## src/rtl/op_queue_if.sv

```systemverilog
// Fetch-to-core op handshake bundle for op_queue.
// The queue takes the slave side; the fetch/core environment drives the master side.
interface op_queue_if;
  logic       in_valid;
  logic [2:0] in_opcode;
  logic [2:0] in_src_a;
  logic [2:0] in_src_b;
  logic [2:0] in_dest;
  logic [7:0] in_imm;

  logic       out_valid;
  logic       out_ready;
  logic [2:0] out_opcode;
  logic [2:0] out_src_a;
  logic [2:0] out_src_b;
  logic [2:0] out_dest;
  logic [7:0] out_imm;

  modport master (
    output in_valid, in_opcode, in_src_a, in_src_b, in_dest, in_imm, out_ready,
    input  out_valid, out_opcode, out_src_a, out_src_b, out_dest, out_imm
  );

  modport slave (
    input  in_valid, in_opcode, in_src_a, in_src_b, in_dest, in_imm, out_ready,
    output out_valid, out_opcode, out_src_a, out_src_b, out_dest, out_imm
  );
endinterface

```

## src/rtl/op_queue.sv

```systemverilog
// Decoded-op FIFO between fetch and execute with sticky overflow detection.
// Optional same-cycle bypass of an empty queue when OP_QUEUE_BYPASS_EN is defined.
module op_queue #(
  parameter  int DEPTH = 4,
  localparam int CNT_W = $clog2(DEPTH) + 1
) (
  input  logic             clk,
  input  logic             rst,
  op_queue_if.slave        bus,
  input  logic             flush,
  output logic [CNT_W-1:0] count,
  output logic             full,
  output logic             overflow
);

  localparam int ADDR_W = $clog2(DEPTH);

  logic [19:0]       mem [DEPTH];
  logic [ADDR_W-1:0] wr_ptr;
  logic [ADDR_W-1:0] rd_ptr;
  logic [19:0]       in_word;
  logic [19:0]       head;
  logic [19:0]       out_word;
  logic              empty;
  logic              bypass;
  logic              consume;
  logic              pop;
  logic              push;
  logic              drop;

  assign in_word = {bus.in_opcode, bus.in_src_a, bus.in_src_b, bus.in_dest, bus.in_imm};
  assign head    = mem[rd_ptr];
  assign empty   = (count == '0);
  assign full    = (count == CNT_W'(DEPTH));

`ifdef OP_QUEUE_BYPASS_EN
  assign bypass = empty && bus.in_valid && !flush;
`else
  assign bypass = 1'b0;
`endif

  // A bypassed op taken by the core this cycle never touches storage.
  assign consume = bypass && bus.out_ready;
  assign pop     = !empty && bus.out_ready && !flush;
  assign push    = bus.in_valid && !flush && !consume && (!full || pop);
  assign drop    = bus.in_valid && !flush && full && !pop;

  assign bus.out_valid = !empty || bypass;
  assign out_word      = bypass ? in_word : head;
  assign {bus.out_opcode, bus.out_src_a, bus.out_src_b, bus.out_dest, bus.out_imm} = out_word;

  always_ff @(posedge clk or negedge rst) begin
    if (!rst) begin
      wr_ptr   <= '0;
      rd_ptr   <= '0;
      count    <= '0;
      overflow <= 1'b0;
    end else if (flush) begin
      wr_ptr   <= '0;
      rd_ptr   <= '0;
      count    <= '0;
      overflow <= 1'b0;
    end else begin
      if (push) wr_ptr <= wr_ptr + ADDR_W'(1);
      if (pop)  rd_ptr <= rd_ptr + ADDR_W'(1);
      case ({push, pop})
        2'b10:   count <= count + CNT_W'(1);
        2'b01:   count <= count - CNT_W'(1);
        default: count <= count;
      endcase
      if (drop) overflow <= 1'b1;
    end
  end

  // Storage is zeroed only by reset; flush leaves stale contents behind the pointers.
  always_ff @(posedge clk or negedge rst) begin
    if (!rst) begin
      for (int i = 0; i < DEPTH; i++) mem[i] <= '0;
    end else if (push) begin
      mem[wr_ptr] <= in_word;
    end
  end

endmodule

```

## src/flat_wrapper.sv

```systemverilog
// flat-port wrapper written by rule: the top's interface ports become plain ports
module op_queue_flat 
#(
  parameter  int DEPTH = 4,
  localparam int CNT_W = $clog2(DEPTH) + 1
)
  (clk, rst, flush, count, full, overflow, bus_in_valid, bus_in_opcode, bus_in_src_a, bus_in_src_b, bus_in_dest, bus_in_imm, bus_out_ready, bus_out_valid, bus_out_opcode, bus_out_src_a, bus_out_src_b, bus_out_dest, bus_out_imm);
  op_queue_if bus_i ();
  input  logic clk;
  input  logic rst;
  input  logic flush;
  output logic [CNT_W-1:0] count;
  output logic full;
  output logic overflow;
  input wire logic [$bits(bus_i.in_valid)-1:0] bus_in_valid;
  input wire logic [$bits(bus_i.in_opcode)-1:0] bus_in_opcode;
  input wire logic [$bits(bus_i.in_src_a)-1:0] bus_in_src_a;
  input wire logic [$bits(bus_i.in_src_b)-1:0] bus_in_src_b;
  input wire logic [$bits(bus_i.in_dest)-1:0] bus_in_dest;
  input wire logic [$bits(bus_i.in_imm)-1:0] bus_in_imm;
  input wire logic [$bits(bus_i.out_ready)-1:0] bus_out_ready;
  output wire logic [$bits(bus_i.out_valid)-1:0] bus_out_valid;
  output wire logic [$bits(bus_i.out_opcode)-1:0] bus_out_opcode;
  output wire logic [$bits(bus_i.out_src_a)-1:0] bus_out_src_a;
  output wire logic [$bits(bus_i.out_src_b)-1:0] bus_out_src_b;
  output wire logic [$bits(bus_i.out_dest)-1:0] bus_out_dest;
  output wire logic [$bits(bus_i.out_imm)-1:0] bus_out_imm;
  assign bus_i.in_valid = bus_in_valid;
  assign bus_i.in_opcode = bus_in_opcode;
  assign bus_i.in_src_a = bus_in_src_a;
  assign bus_i.in_src_b = bus_in_src_b;
  assign bus_i.in_dest = bus_in_dest;
  assign bus_i.in_imm = bus_in_imm;
  assign bus_i.out_ready = bus_out_ready;
  assign bus_out_valid = bus_i.out_valid;
  assign bus_out_opcode = bus_i.out_opcode;
  assign bus_out_src_a = bus_i.out_src_a;
  assign bus_out_src_b = bus_i.out_src_b;
  assign bus_out_dest = bus_i.out_dest;
  assign bus_out_imm = bus_i.out_imm;
  op_queue #(.DEPTH(DEPTH)) u_core (.clk(clk), .rst(rst), .bus(bus_i), .flush(flush), .count(count), .full(full), .overflow(overflow));
endmodule
```

## config.mk

```make
export PLATFORM = sky130hd
export DESIGN_NAME = op_queue_flat
export DESIGN_NICKNAME = d
export VERILOG_FILES = /design/src/rtl/op_queue_if.sv /design/src/rtl/op_queue.sv /design/src/flat_wrapper.sv
export SDC_FILE = /design/constraint.sdc
export NUM_CORES = 1
export LEC_CHECK = 0
export ABC_AREA = 1
export CORE_ASPECT_RATIO = 2
export CORE_MARGIN = 2
export CORE_UTILIZATION = 45
export CTS_CLUSTER_DIAMETER = 40
export CTS_CLUSTER_SIZE = 10
export DETAILED_ROUTE_END_ITERATION = 10
export PLACE_DENSITY = 0.66
export RECOVER_POWER = 100
export SYNTH_ARGS = -nofsm -noshare
export SYNTH_HDL_FRONTEND = slang
export SYNTH_SLANG_ARGS = --single-unit
```

## constraint.sdc

```tcl
create_clock -name clk -period 2.5 [get_ports clk]
set_clock_uncertainty 0.1 [all_clocks]
set_input_delay 0.25 -clock clk [delete_from_list [all_inputs] [get_ports clk]]
set_output_delay 0.25 -clock clk [all_outputs]
set_load 0.005 [all_outputs]
```

# Yosys cells after proc, flatten, opt, wreduce, memory -nomap -nowiden
# Index checks and enable logic that the tools add are counted.
[totals]
register_bits = 88
latchBits = 0
ramBits = 0
romBits = 0
input_bits = 25
output_inout_bits = 26
wordCells = 51
mem_count = 0
[op_classes]
n_addsub = 4
multipliers = 0
div_mod_pow = 0
order_cmp = 3
eq_ne = 3
n_shift = 0
muxes = 14
bitwise = 2
n_reduce_logical = 17
[ops]
columns = ["cell", "count"]
rows = [
  ["$bwmux W80", 1],
  ["$mux W20", 3],
  ["$bmux W20 S2", 1],
  ["$demux W20 S2", 1],
  ["$mux W2", 4],
  ["$logic_and A1 B1 Y1", 7],
  ["$ge A3 B3 Y1 const B", 2],
  ["$not A2 Y3", 2],
  ["$pmux W3 S2", 1],
  ["$reduce_bool A2 Y1", 3],
  ["$add A2 B1 Y2 const B", 2],
  ["$logic_not A1 Y1", 4],
  ["$add A3 B1 Y3 const B", 1],
  ["$eq A3 B3 Y1 const B", 1],
  ["$logic_not A3 Y1", 1],
  ["$lt A3 B1 Y1 const B", 1],
  ["$mux W3", 1],
  ["$reduce_bool A3 Y1", 1],
  ["$sub A3 B1 Y3 const B", 1],
  ["$eq A2 B1 Y1 const B", 1],
  ["$eq A2 B2 Y1 const B", 1],
  ["$mux W1", 2],
  ["$logic_or A1 B1 Y1", 1],
]

# Depth between registers and ports, before layout
# Gate-level depths: netlist (run 1).
[depth]
depth_word = 9
ltp_mapped = 9

# Least setup slack after synthesis (run 1)
# OpenSTA, ideal clock, no wires.
[synth_timing]
path_kind = "reg2reg"
startpoint = "register u_core.count[1]"
endpoint = "register u_core.count[2]"
arrival_ns = 1.719
required_ns = 2.282
path_slack_ns = 0.563
stages_incl_launch_ff = 10
path_buffers = 0
period_less_slack_ns = 1.937
cell_sequence = "dfrtp_1 > nor2_2 > nand2_4 > nand4_1 > inv_1 > fa_1 > xnor2_1 > xor2_1 > nand2_1 > nand2_1"
[synth_via]
elab_chain_cells = 9
word_cells_on_any_way = 15
cone_classes = "add/sub (2); eq/ne (3); mux (2); reduce/logical (8)"
[synth_rtl]
columns = ["element", "line_no", "source"]
rows = [
  ["start, declared", "op_queue.sv:11", "output logic [CNT_W-1:0] count,"],
  ["start signal, assigned", "op_queue.sv:67", "2'b10: count <= count + CNT_W'(1);"],
  ["start signal, assigned", "op_queue.sv:68", "2'b01: count <= count - CNT_W'(1);"],
  ["start signal, assigned", "op_queue.sv:69", "default: count <= count;"],
  ["$logic_not A3 Y1 (*)", "op_queue.sv:33", "assign empty = (count == '0);"],
  ["$logic_not A1 Y1 (*)", "-", ""],
  ["net bus_out_valid", "flat_wrapper.sv:22", "output wire logic [$bits(bus_i.out_valid)-1:0] bus_out_valid;"],
  ["$logic_and A1 B1 Y1 (*) (2 in series)", "op_queue.sv:44", "assign pop = !empty && bus.out_ready && !flush;"],
  ["$logic_or A1 B1 Y1", "op_queue.sv:45", "assign push = bus.in_valid && !flush && !consume && (!full || pop);"],
  ["$logic_and A1 B1 Y1", "op_queue.sv:45", ""],
  ["$eq A2 B1 Y1 / $eq A2 B2 Y1 (equally long branches)", "op_queue.sv:66", "case ({push, pop})"],
  ["$pmux W3 S2", "op_queue.sv:66", ""],
  ["$mux W3", "op_queue.sv:58", "end else if (flush) begin"],
]
# Mark *: on every way through the listed nets, which the timed path passes. The rest lies on a longest branch.
# A chain may end at the register's enable or synchronous reset.

# Final worst setup path (run 1)
[layout_timing]
startpoint = "register u_core.rd_ptr[0]"
endpoint = "output port bus_out_imm[1]"
[layout_via]
elab_chain_cells = 4
[layout_rtl]
columns = ["element", "line_no", "source"]
rows = [
  ["start, declared", "op_queue.sv:20", "logic [ADDR_W-1:0] rd_ptr;"],
  ["start signal, assigned", "op_queue.sv:65", "if (pop) rd_ptr <= rd_ptr + ADDR_W'(1);"],
  ["$not A2 Y3 (not written as such)", "op_queue.sv:32", "assign head = mem[rd_ptr];"],
  ["$bmux W20 S2", "op_queue.sv:32", ""],
  ["$mux W20 (not written as such) (2 in series)", "op_queue.sv:32", ""],
  ["end, declared", "flat_wrapper.sv:27", "output wire logic [$bits(bus_i.out_imm)-1:0] bus_out_imm;"],
]
# No other way between the ends. The select of a mux whose other input is x is not followed.

==> results of run 1 <==
-- cells in the mapped netlist --
library cell  instances  share of area, %
nor2_1               42               3.6
o22ai_1              20               2.8
inv_2                 3              0.25
inv_1                28               2.4
nand3_4               5               2.0
o21ai_0              43               4.9
nor2_4                1              0.25
nor2_2                1              0.14
xor2_1                1              0.20
nand4_1               4              0.57
clkbuf_1             12               1.0
a21oi_2               1              0.20
nand2_4               1              0.25
fa_1                  1              0.45
a31oi_1               1              0.14
nand3_2               1              0.23
o21ai_1              19               2.2
nand2_1              52               4.4
nor3_1                1              0.11
a21oi_1               2              0.23
nand2_8               1              0.45
ha_1                  4               1.1
buf_8                 4               1.4
dfrtp_1              88                50
xnor2_1               1              0.20
buf_6                12               3.1
nand2_2              40               5.7
o21ai_2              61                12
-- per-layer routing --
layer	part of all wire, %	up-vias
met5	0	-
met3	2.5	13
met4	2.1	0
met2	54	55
met1	41	1575
li1	-	1598
-- area by class of cell --
| type | count | area (µm²) | area share, % |
|---|---|---|---|
| Clock buffer | 13 | 260.3 | 5.135 |
| Clock inverter | 3 | 40.04 | 0.7899 |
| Inverter | 31 | 116.4 | 2.296 |
| Multi-Input combinational cell | 303 | 1659 | 32.73 |
| Sequential cell | 88 | 2202 | 43.45 |
| Tap cell | 132 | 165.2 | 3.258 |
| Timing Repair Buffer | 67 | 625.6 | 12.34 |
-- cell usage in the layout, fill, tap and decap left out --
cell type and count:
dfrtp_1 88, o21ai_0 83, nand2_1 83, nor2_1 43, clkdlybuf4s50_1 42, o21ai_2 39
inv_1 29, o22ai_1 20, nand2_2 10, clkbuf_16 9, dlygate4sd3_1 8, clkbuf_1 6
buf_4 6, nand4_1 4, nand3_2 4, ha_1 4, a21oi_1 3, clkbuf_2 3
inv_2 2, nand3_4 2, clkinv_2 2, clkbuf_8 2, buf_6 2, nand2_4 1
nor2_4 1, nor3_1 1, a31oi_1 1, xnor2_1 1, xor2_1 1, o21ai_1 1
fa_1 1, bufinv_16 1, clkbuf_4 1, buf_12 1
-- per-stage QoR --
stage / instance area [µm²] / utilization [%] / worst slack, ns / instances / hold slack, ns
after floorplan: 4420 / - / 0.5627 / 450 / -0.1456
after global placement: 5014 / 52.03 / 0.3217 / 620 / 0.1695
after detailed placement: 5014 / 52.03 / 0.2208 / 620 / 0.1829
after CTS: 5324 / 55.25 / 0.04821 / 637 / 0.3692
after global routing: 5069 / 52.60 / 0.002176 / 637 / 0.4015
final: 5069 / 52.60 / 0.08248 / 637 / 0.3788
-- state kept, by name, summed over array words and instances, names as in the netlist --
register and count:
u_core.mem 80, u_core.wr_ptr 2, u_core.count 3, u_core.overflow 1, u_core.rd_ptr 2
-- cells by family after synthesis --
logic type      after synthesis  synth area share [%]
compound gates              147                 22.50
xor+xnor                      2                0.3963
fa+ha+maj                     5                 1.585
buf+inv                      59                 8.067
flops                        88                 49.82
simple gates                149                 17.63
-- power by group through the flow --
stage                     combinational (µW)  clock [µW]  sequential [µW]
final                                   1000        1350             2050
after global routing                    1140        1440             2100
after CTS                               1150        1370             2070
after detailed placement                1150           0             2090
after global placement                  1110           0             2070
after floorplan                          755           0             2030
-- worst min-delay path by stage --
| stage | startpoint | end | slack, ns | depth (start not counted) |
|---|---|---|---|---|
| 3_5_place_dp | rst | u_core.mem[59]$_DFFE_PN0P_ | 0.18 | 1 |
| 5_1_grt | u_core.mem[66]$_DFFE_PN0P_ | u_core.mem[66]$_DFFE_PN0P_ | 0.40 | 2 |
| 3_3_place_gp | rst | u_core.mem[39]$_DFFE_PN0P_ | 0.17 | 1 |
| 2_1_floorplan | rst | u_core.count[0]$_DFFE_PN0P_ | -0.15 | 0 |
| 6_report | u_core.mem[66]$_DFFE_PN0P_ | u_core.mem[66]$_DFFE_PN0P_ | 0.38 | 2 |
| 4_1_cts | rst | u_core.mem[59]$_DFFE_PN0P_ | 0.37 | 2 |
-- critical path: stages, from the launching register on --
cell and delay (ns):
dfrtp_1 0.35, buf_4 0.40, o21ai_0 0.15, o22ai_1 0.27, clkdlybuf4s50_1 0.56
==> impl_results.md, run 1 <==
- Share of layout cells above drive strength 1: between 10% and 20%
- Int Power: about 3200 µW
- Fillers: 940
- Skew-Pair Late Insertion Delay: approximately 0.34 ns
- Cts repair resizes: 0
- Final RePlAce weighted congestion: roughly 0.78
- Setup crit end: bus_out_imm[1]
- Avg WL per Cell: roughly 15 µm
- Top Usage Layer GRT: met2
- Critical Path RT: about 2.2 ns
- Status: finished clean
- Tmin final: roughly 2.4 ns
- Die ar.: about 11000 µm²
- Total track usage: around 20%
- Syn Inst Count: 450
- Worst Setup SP: u_core.rd_ptr[0]$_DFFE_PN0P_
- Clock power frac: roughly 31%
- Yosys cell types: 28
- Yosys warning total: 0
- CTS Buf Count: 9
- Fin crit share: 96.70%
- M2 GR Usage: between 30 and 40%
- Initial Util: between 40% and 50%
- Final WL: 9780 µm
- Area grow syn2layout: 14.66%
- Design Power: between 4000 and 5000 µW
- Synth Net Count: between 400 and 500
- Vias: 3241
- Met1 Use GR: between 20% and 30%
- Drt pass-1 iters: 4
- Reg power frac: a little under half
- Pleak: roughly 0.0024 µW
- Port bufs: 50
- Fin. Hold Viols: 0
- Switching share of power: between 20% and 30%
- CTS tree: built
- Clock sinks: just under 90
- FF+latch count, synth: 88
- Initial antenna violation count: 0
- Worst-path maximum fanout: between 40 and 50
- Total grt overflow: 0
- Die H: ~140 µm
- Avg Cell Area, Syn: ~10 µm²
- Sequential share of the synthesized area: 49.82%
- First-pass GRT wire length: 16080 µm
- FF-to-FF setup slack: about 0.28 ns
- CP Class: flop to primary output
- Hold Buf Count CTS: 1
- # Post-CTS Setup Buffers: 0
- Post-Syn Area: approximately 4400 µm²
- Max_slew headroom: around 28%
- Layout net count: 530
- Tightest Pin Transition: 1.081 ns
- RSZ-0062 raised after global routing: false
- Initial drt markers: approximately 240
- CP startpoint kind: flop
- Largest net degree at the start of global routing: 44
- Worst R2R End: u_core.mem[9]$_DFFE_PN0P_
- Endpoints failing setup: 0
- Setup TNS: 0 ns
- Routed vias/inst: slightly above 5
- GR met3 Demand/Resource: approximately 2.6%
- Ant diodes: 0
- Boundary pin count: between 50 and 60
- CTS H-tree depth: 3
- DRT antenna net count: 0
- Clk buf depth: 2
- Final-report max-slew violation count: 0
- Combinational share of power: 22.8%
- Pwr Density: a little under 900 nW/µm²
- Largest vdd supply drop: 0.3927 mV
- Clk slew on worst S/H paths: about 0.06 ns
- Row cnt: 51
- Clock Tree Root: clkbuf_16
- Vias in the first global route: roughly 3300
- Core box area: just under 10000 µm²
- R2R depth: 8
- F_max: between 400 and 500 MHz
- Critical Path AT: roughly 2.1 ns
- Die span in x: about 74 µm
- Min-delay worst type: flop to flop
- Detail Placement HPWL: 6480 µm
- Worst R2R Start: u_core.count[0]$_DFFE_PN0P_
- Drt drc: 0
- Setup crit end kind: primary output
- Max_cap viols: 0
- Sw Pwr: between 1000 and 1500 µW
Power figures use the tool's default switching activity.
==> inputs of run 2 (changes only) <==
--- a/config.mk
+++ b/config.mk
@@ -7,13 +7,13 @@
 export LEC_CHECK = 0
 export ABC_AREA = 1
 export CORE_ASPECT_RATIO = 2
-export CORE_MARGIN = 2
 export CORE_UTILIZATION = 45
 export CTS_CLUSTER_DIAMETER = 40
 export CTS_CLUSTER_SIZE = 10
 export DETAILED_ROUTE_END_ITERATION = 10
-export PLACE_DENSITY = 0.66
+export PLACE_DENSITY = 0.77
 export RECOVER_POWER = 100
+export SETUP_SLACK_MARGIN = 0.2
 export SYNTH_ARGS = -nofsm -noshare
 export SYNTH_HDL_FRONTEND = slang
 export SYNTH_SLANG_ARGS = --single-unit
==> run 2 against run 1 <==
Routed wire length fell by 3.0%. Setup slack improved by 0.11 ns. Design area grew 2.0%. Sequential power is essentially flat. Clock power increased by 3%. Sequential cell count is the same. Non-clock buffer count did not move. Via count rose by 2.1%. Core utilization is 2.2 points higher. Clock-buffer cell count shrank 4. Largest power group unchanged.
==> impl_results.md, run 2 (same netlist as run 1, synthesis figures left out) <==
- Final RePlAce weighted congestion: slightly above 0.8
- Met2 Wirelength: between 5000 and 6000 µm
- Ant diodes: 0
- Pwr Density: 860.4 nW/µm²
- Avg WL per Cell: 14.97 µm
- Area grow syn2layout: 17.01%
- Drt drc: 0
- Status: finished clean
- Worst R2R End: u_core.mem[10]$_DFFE_PN0P_
- Total track usage: 20.30%
- Design Power: 4450 µW
- Fin crit share: between 90% and 100%
- Core box area: approximately 9400 µm²
- Initial Util: a little under half
- CTS H-tree depth: 3
- Largest net degree at the start of global routing: 48
- Vias in the first global route: between 3000 and 4000
- Drt pass-1 iters: 4
- Die span in x: ~72 µm
- CTS Buf Count: 9
- Top Registers: u_core.mem (80), u_core.count (3)
- Largest vdd supply drop: roughly 0.43 mV
- Skew-Pair Late Insertion Delay: between 0.3 and 0.4 ns
- Die ar.: around 10000 µm²
- Vias: 3310
- Setup TNS: 0 ns
- Placed insts: between 600 and 700
- Critical Path AT: about 2.0 ns
- Layout net count: 530
- Initial drt markers: around 250
- Fin. Hold Viols: 0
- Most common cell after layout, fill and taps aside: nand2_1
- Tightest Pin Transition: ~1.2 ns
- F_max: approximately 430 MHz
- Clock Tree Root: clkbuf_16
- First-pass GRT wire length: about 16000 µm
- Clk buf depth: 2
- DR top layer: met4
- Worst-path maximum fanout: 20
- Boundary pin count: 51
- Row cnt: 50
- Highest-count cells in the layout ignoring fill and taps: 88 x nand2_1, 87 x dfrtp_1, 80 x o21ai_0, 43 x nor2_1, 41 x o21ai_2
- Endpoints failing setup: 0
- CTS tree: built
- Setup crit end kind: primary output
- Pleak: around 0.0024 µW
- CP startpoint kind: flop
- Share of layout cells above drive strength 1: 18.25%
- Met1 Wirelength: 3790 µm
- Port bufs: 50
- Initial antenna violation count: 0
- Critical Path RT: around 2.2 ns
- Routed wl met3: about 320 µm
- Clock sinks: 88
- Clk slew on worst S/H paths: about 0.060 ns
- R2R depth: 8
- Worst Hold Endpoint: u_core.mem[43]$_DFFE_PN0P_
- Tmin final: between 2 and 2.5 ns
- Max_slew headroom: 22.23%
- Final WL: approximately 9500 µm
- Worst hold path depth: 2
- FF-to-FF setup slack: around 0.33 ns
- Min-delay worst type: flop to flop
- RSZ-0062 raised after global routing: false
- DRT antenna net count: 0
- Top reg by flops: u_core.mem
- Worst R2R Start: u_core.count[0]$_DFFE_PN0P_
- Max FFs per register: 80
- Final-report max-slew violation count: 0
- Post-route non-filler standard cell count: approximately 630
- CP Class: flop to primary output
- Max_cap viols: 0
- Detail Placement HPWL: a little over 6000 µm
- Routed vias/inst: 5.221
- Die H: approximately 140 µm
- Worst hold start: u_core.mem[43]$_DFFE_PN0P_
- Total grt overflow: 0
[run 2: cell count changes in the layout (fill, tap and decap cells not counted), moves of 3 or more]
cell             previous run  this run
nand2_2                    10         4
clkdlybuf4s50_1            42        26
nand2_1                    83        88
clkbuf_1                    6         0
o21ai_0                    83        80
dlygate4sd3_1               8        22
[run 2: critical path, stage by stage, from the launching register on]
cell and delay, ns:
dfrtp_2 0.44, inv_2 0.11, buf_8 0.17, nor2_1 0.09
o22ai_2 0.20, dlygate4sd3_1 0.60
[run 2: power breakdown]
| part | switching (µW) | total, µW | internal (µW) |
|---|---|---|---|
| clock network | 525 | 1390 | 865 |
| registers | 222 | 2050 | 1830 |
| logic | 518 | 1010 | 492 |
| total | 1270 | 4450 | 3180 |
[run 2: per-layer routing]
layer	global-route usage, %	up-vias
met2	35.71	69
met5	0	-
met1	23.83	1633
met3	3.470	14
met4	8.669	0
li1	-	1594
[run 2: how the worst max path moves through the flow]
stage                                             from                     endpoint  slack [ns]
after floorplan            u_core.count[1]$_DFFE_PN0P_  u_core.count[2]$_DFFE_PN0P_        0.56
after global placement                           flush  u_core.count[2]$_DFFE_PN0P_        0.34
after detailed placement                         flush  u_core.count[2]$_DFFE_PN0P_        0.28
after CTS                 u_core.rd_ptr[0]$_DFFE_PN0P_             bus_out_src_a[0]        0.19
after global routing      u_core.rd_ptr[1]$_DFFE_PN0P_               bus_out_imm[6]        0.13
final                     u_core.rd_ptr[0]$_DFFE_PN0P_               bus_out_imm[5]        0.19
[run 2: timing repair]
action                     in CTS  in global routing
gates cloned                    0                  0
setup endpoints to repair       4                 18
pin swaps                       1                  0
hold endpoints to repair       46                  0
resized for setup               2                 13
hold buffers                    1                  0
buffers inserted                0                  2
[run 2: metrics by stage]
| stage | setup WS, ns | hold WS (ns) | instance area [µm²] | utilization [%] |
|---|---|---|---|---|
| floorplan | 0.5627 | -0.1456 | 4420 | - |
| global placement | 0.3360 | 0.1964 | 4984 | 52.75 |
| detailed placement | 0.2787 | 0.2010 | 4984 | 52.75 |
| CTS | 0.1859 | 0.3769 | 5311 | 56.23 |
| global route | 0.1312 | 0.3985 | 5172 | 54.75 |
| finish | 0.1914 | 0.3761 | 5172 | 54.75 |
[run 2: cell type report]
type	count	area, µm²
fillers	846	4274
flip-flops and latches	88	2203
multi-input cells	303	1695
repair buffers	67	684.4
clock buffers	9	225.2
well taps	130	162.7
inverters	31	116.4
clock inverters	6	85.08
==> inputs of run 3 (changes only) <==
--- a/config.mk
+++ b/config.mk
@@ -11,7 +11,7 @@
 export CTS_CLUSTER_DIAMETER = 40
 export CTS_CLUSTER_SIZE = 10
 export DETAILED_ROUTE_END_ITERATION = 10
-export PLACE_DENSITY = 0.77
+export PLACE_DENSITY = 0.66
 export RECOVER_POWER = 100
 export SETUP_SLACK_MARGIN = 0.2
 export SYNTH_ARGS = -nofsm -noshare
==> run 3 against run 2 <==
Global-route usage increased by 0.34 points. Fmax up 0.91%. First-iteration DRC count shrank 23%. Combinational power about the same. Non-clock buffer count is 1 higher. Sequential cell count did not move. Die area is the same. Critical path depth shrank 1. Cell count rose by 0.16%. Worst hold slack better by 0.0037 ns. Largest cell class unchanged.
==> impl_results.md, run 3 (same netlist as run 1, synthesis figures left out) <==
- R2R depth: 8
- Clk buf depth: 2
- Largest stage delay on the critical path: 0.61 ns
- Max FFs per register: 80
- Endpoints failing setup: 0
- Placed Area: 5006 µm²
- Max_slew headroom: between 20% and 30%
- Detail Placement HPWL: approximately 6400 µm
- Skew-Pair Late Insertion Delay: ~0.34 ns
- Drt drc: 0
- Final-report max-slew violation count: 0
- Die span in x: around 72 µm
- Fin crit share: around nine tenths
- Final WL: 9497 µm
- Max_cap viols: 0
- Row cnt: 50
- Clk slew on worst S/H paths: roughly 0.060 ns
- Initial antenna violation count: 0
- Tmin final: 2.288 ns
- Top Registers: u_core.mem (80), u_core.count (3)
- Die H: approximately 140 µm
- Clock sinks: 88
- Hold WS: ~0.38 ns
- Min-delay worst type: flop to flop
- FF-to-FF setup slack: between 0.2 and 0.3 ns
- Critical Path AT: 1.94 ns
- Tightest Pin Transition: 1.164 ns
- Drt pass-1 iters: 4
- F_max: about 440 MHz
- First-pass GRT wire length: roughly 16000 µm
- Avg WL per Cell: between 10 and 15 µm
- Setup crit end: bus_out_imm[5]
- Setup TNS: 0 ns
- CTS Buf Count: 9
- Area grow syn2layout: 16.93%
- Final RePlAce weighted congestion: approximately 0.76
- Highest-count cells in the layout ignoring fill and taps: 88 x dfrtp_1, 79 x nand2_1, 78 x o21ai_0, 44 x o21ai_2, 43 x nor2_1
- Initial Util: 46.79%
- Core box area: ~9400 µm²
- CP startpoint kind: flop
- Fin. Hold Viols: 0
- DRT antenna net count: 0
- CTS tree: built
- Fillers: 907
- Setup crit end kind: primary output
- # Post-CTS Setup Buffers: 0
- Total track usage: slightly above 20%
- Multi-input logic area: about 1700 µm²
- Clock Tree Root: clkbuf_16
- Vias: 3285
- Vias in the first global route: between 3000 and 4000
- Worst R2R End: u_core.mem[9]$_DFFE_PN0P_
- Initial drt markers: approximately 190
- Post-route cell area: 5169 µm²
- Worst-path maximum fanout: 18
- Slowest CP cell: dlygate4sd3_1
- Routed vias/inst: 5.173
- Ant diodes: 0
- CP Class: flop to primary output
- Share of layout cells above drive strength 1: between 20% and 30%
- Worst Setup SP: u_core.rd_ptr[0]$_DFFE_PN0P_
- Port bufs: 50
- Pleak: 0.002427 µW
- Total grt overflow: 0
- Worst-path cell chain: buf_4 > o21ai_0 > o22ai_1 > dlygate4sd3_1
- Pwr Density: 844.6 nW/µm²
- RSZ-0062 raised after global routing: false
- Largest net degree at the start of global routing: 45
- Worst R2R Start: u_core.count[0]$_DFFE_PN0P_
- Register area: between 2000 and 2500 µm²
- Most common cell after layout, fill and taps aside: dfrtp_1
- Status: finished clean
- Largest vdd supply drop: 0.4190 mV
- Critical Path RT: between 2 and 2.5 ns
- Top reg by flops: u_core.mem
- Layout net count: roughly 530
- Boundary pin count: 51
- CTS H-tree depth: 3
- Die ar.: 10250 µm²
[run 3: cell count changes in the layout (fill, tap and decap cells not counted), moves of 3 or more]
cell and change:
clkbuf_8 +4, o21ai_2 +3, nand2_2 +10, nand2_1 -9
[run 3: worst min path at each step]
stage,start,endpoint,slack (ns),depth (start not counted)
after floorplan,rst,u_core.count[0]$_DFFE_PN0P_,-0.15,0
after global placement,rst,u_core.mem[23]$_DFFE_PN0P_,0.20,1
after detailed placement,rst,u_core.mem[60]$_DFFE_PN0P_,0.21,1
after CTS,u_core.mem[47]$_DFFE_PN0P_,u_core.mem[47]$_DFFE_PN0P_,0.38,2
after global routing,u_core.mem[47]$_DFFE_PN0P_,u_core.mem[47]$_DFFE_PN0P_,0.39,2
final,u_core.mem[22]$_DFFE_PN0P_,u_core.mem[22]$_DFFE_PN0P_,0.38,2
[run 3: area by class of cell]
type,count,share of cell area [%]
Clock buffer,13,5.422
Clock inverter,2,0.2421
Inverter,31,2.300
Multi-Input combinational cell,303,33.09
Sequential cell,88,42.60
Tap cell,130,3.147
Timing Repair Buffer,68,13.19
[run 3: per-layer routing]
metal  global-route usage [%]  vias up  share of wire, %
li1                         -     1600                 -
met1                    24.08     1612                41
met2                    36.30       57                54
met3                    3.824       16               3.1
met4                    8.669        0               2.2
met5                        0        -                 0
[run 3: metrics by stage]
stage	worst slack, ns	utilization, %	total power, µW	std cells
floorplan	0.5627	-	2784	450
global route	0.1092	54.72	4647	635
detailed placement	0.2799	52.99	3230	619
finish	0.2122	54.72	4365	635
CTS	0.2003	56.20	4544	635
global placement	0.3267	52.99	3187	619
[run 3: timing repair]
item                                    in CTS  in global routing
gates resized for setup                      1                 10
cloned                                       0                  0
endpoints found under the setup margin      10                  8
hold buffers                                 1                  0
hold endpoints to repair                    42                  0
[run 3: where the power goes]
part	internal (µW)	switching, µW	leakage [µW]	total [µW]
Sequential	1830	220	0.00113	2050
Clock	775	527	0.000144	1300
Combinational	508	508	0.00115	1020
[run 3: critical path: cells and delay by family (launching register included)]
| family | cells | cell delay [ns] |
|---|---|---|
| AOI/OAI and AO/OA | 2 | 0.35 |
| DFF | 1 | 0.39 |
| buffers and inverters | 2 | 0.87 |
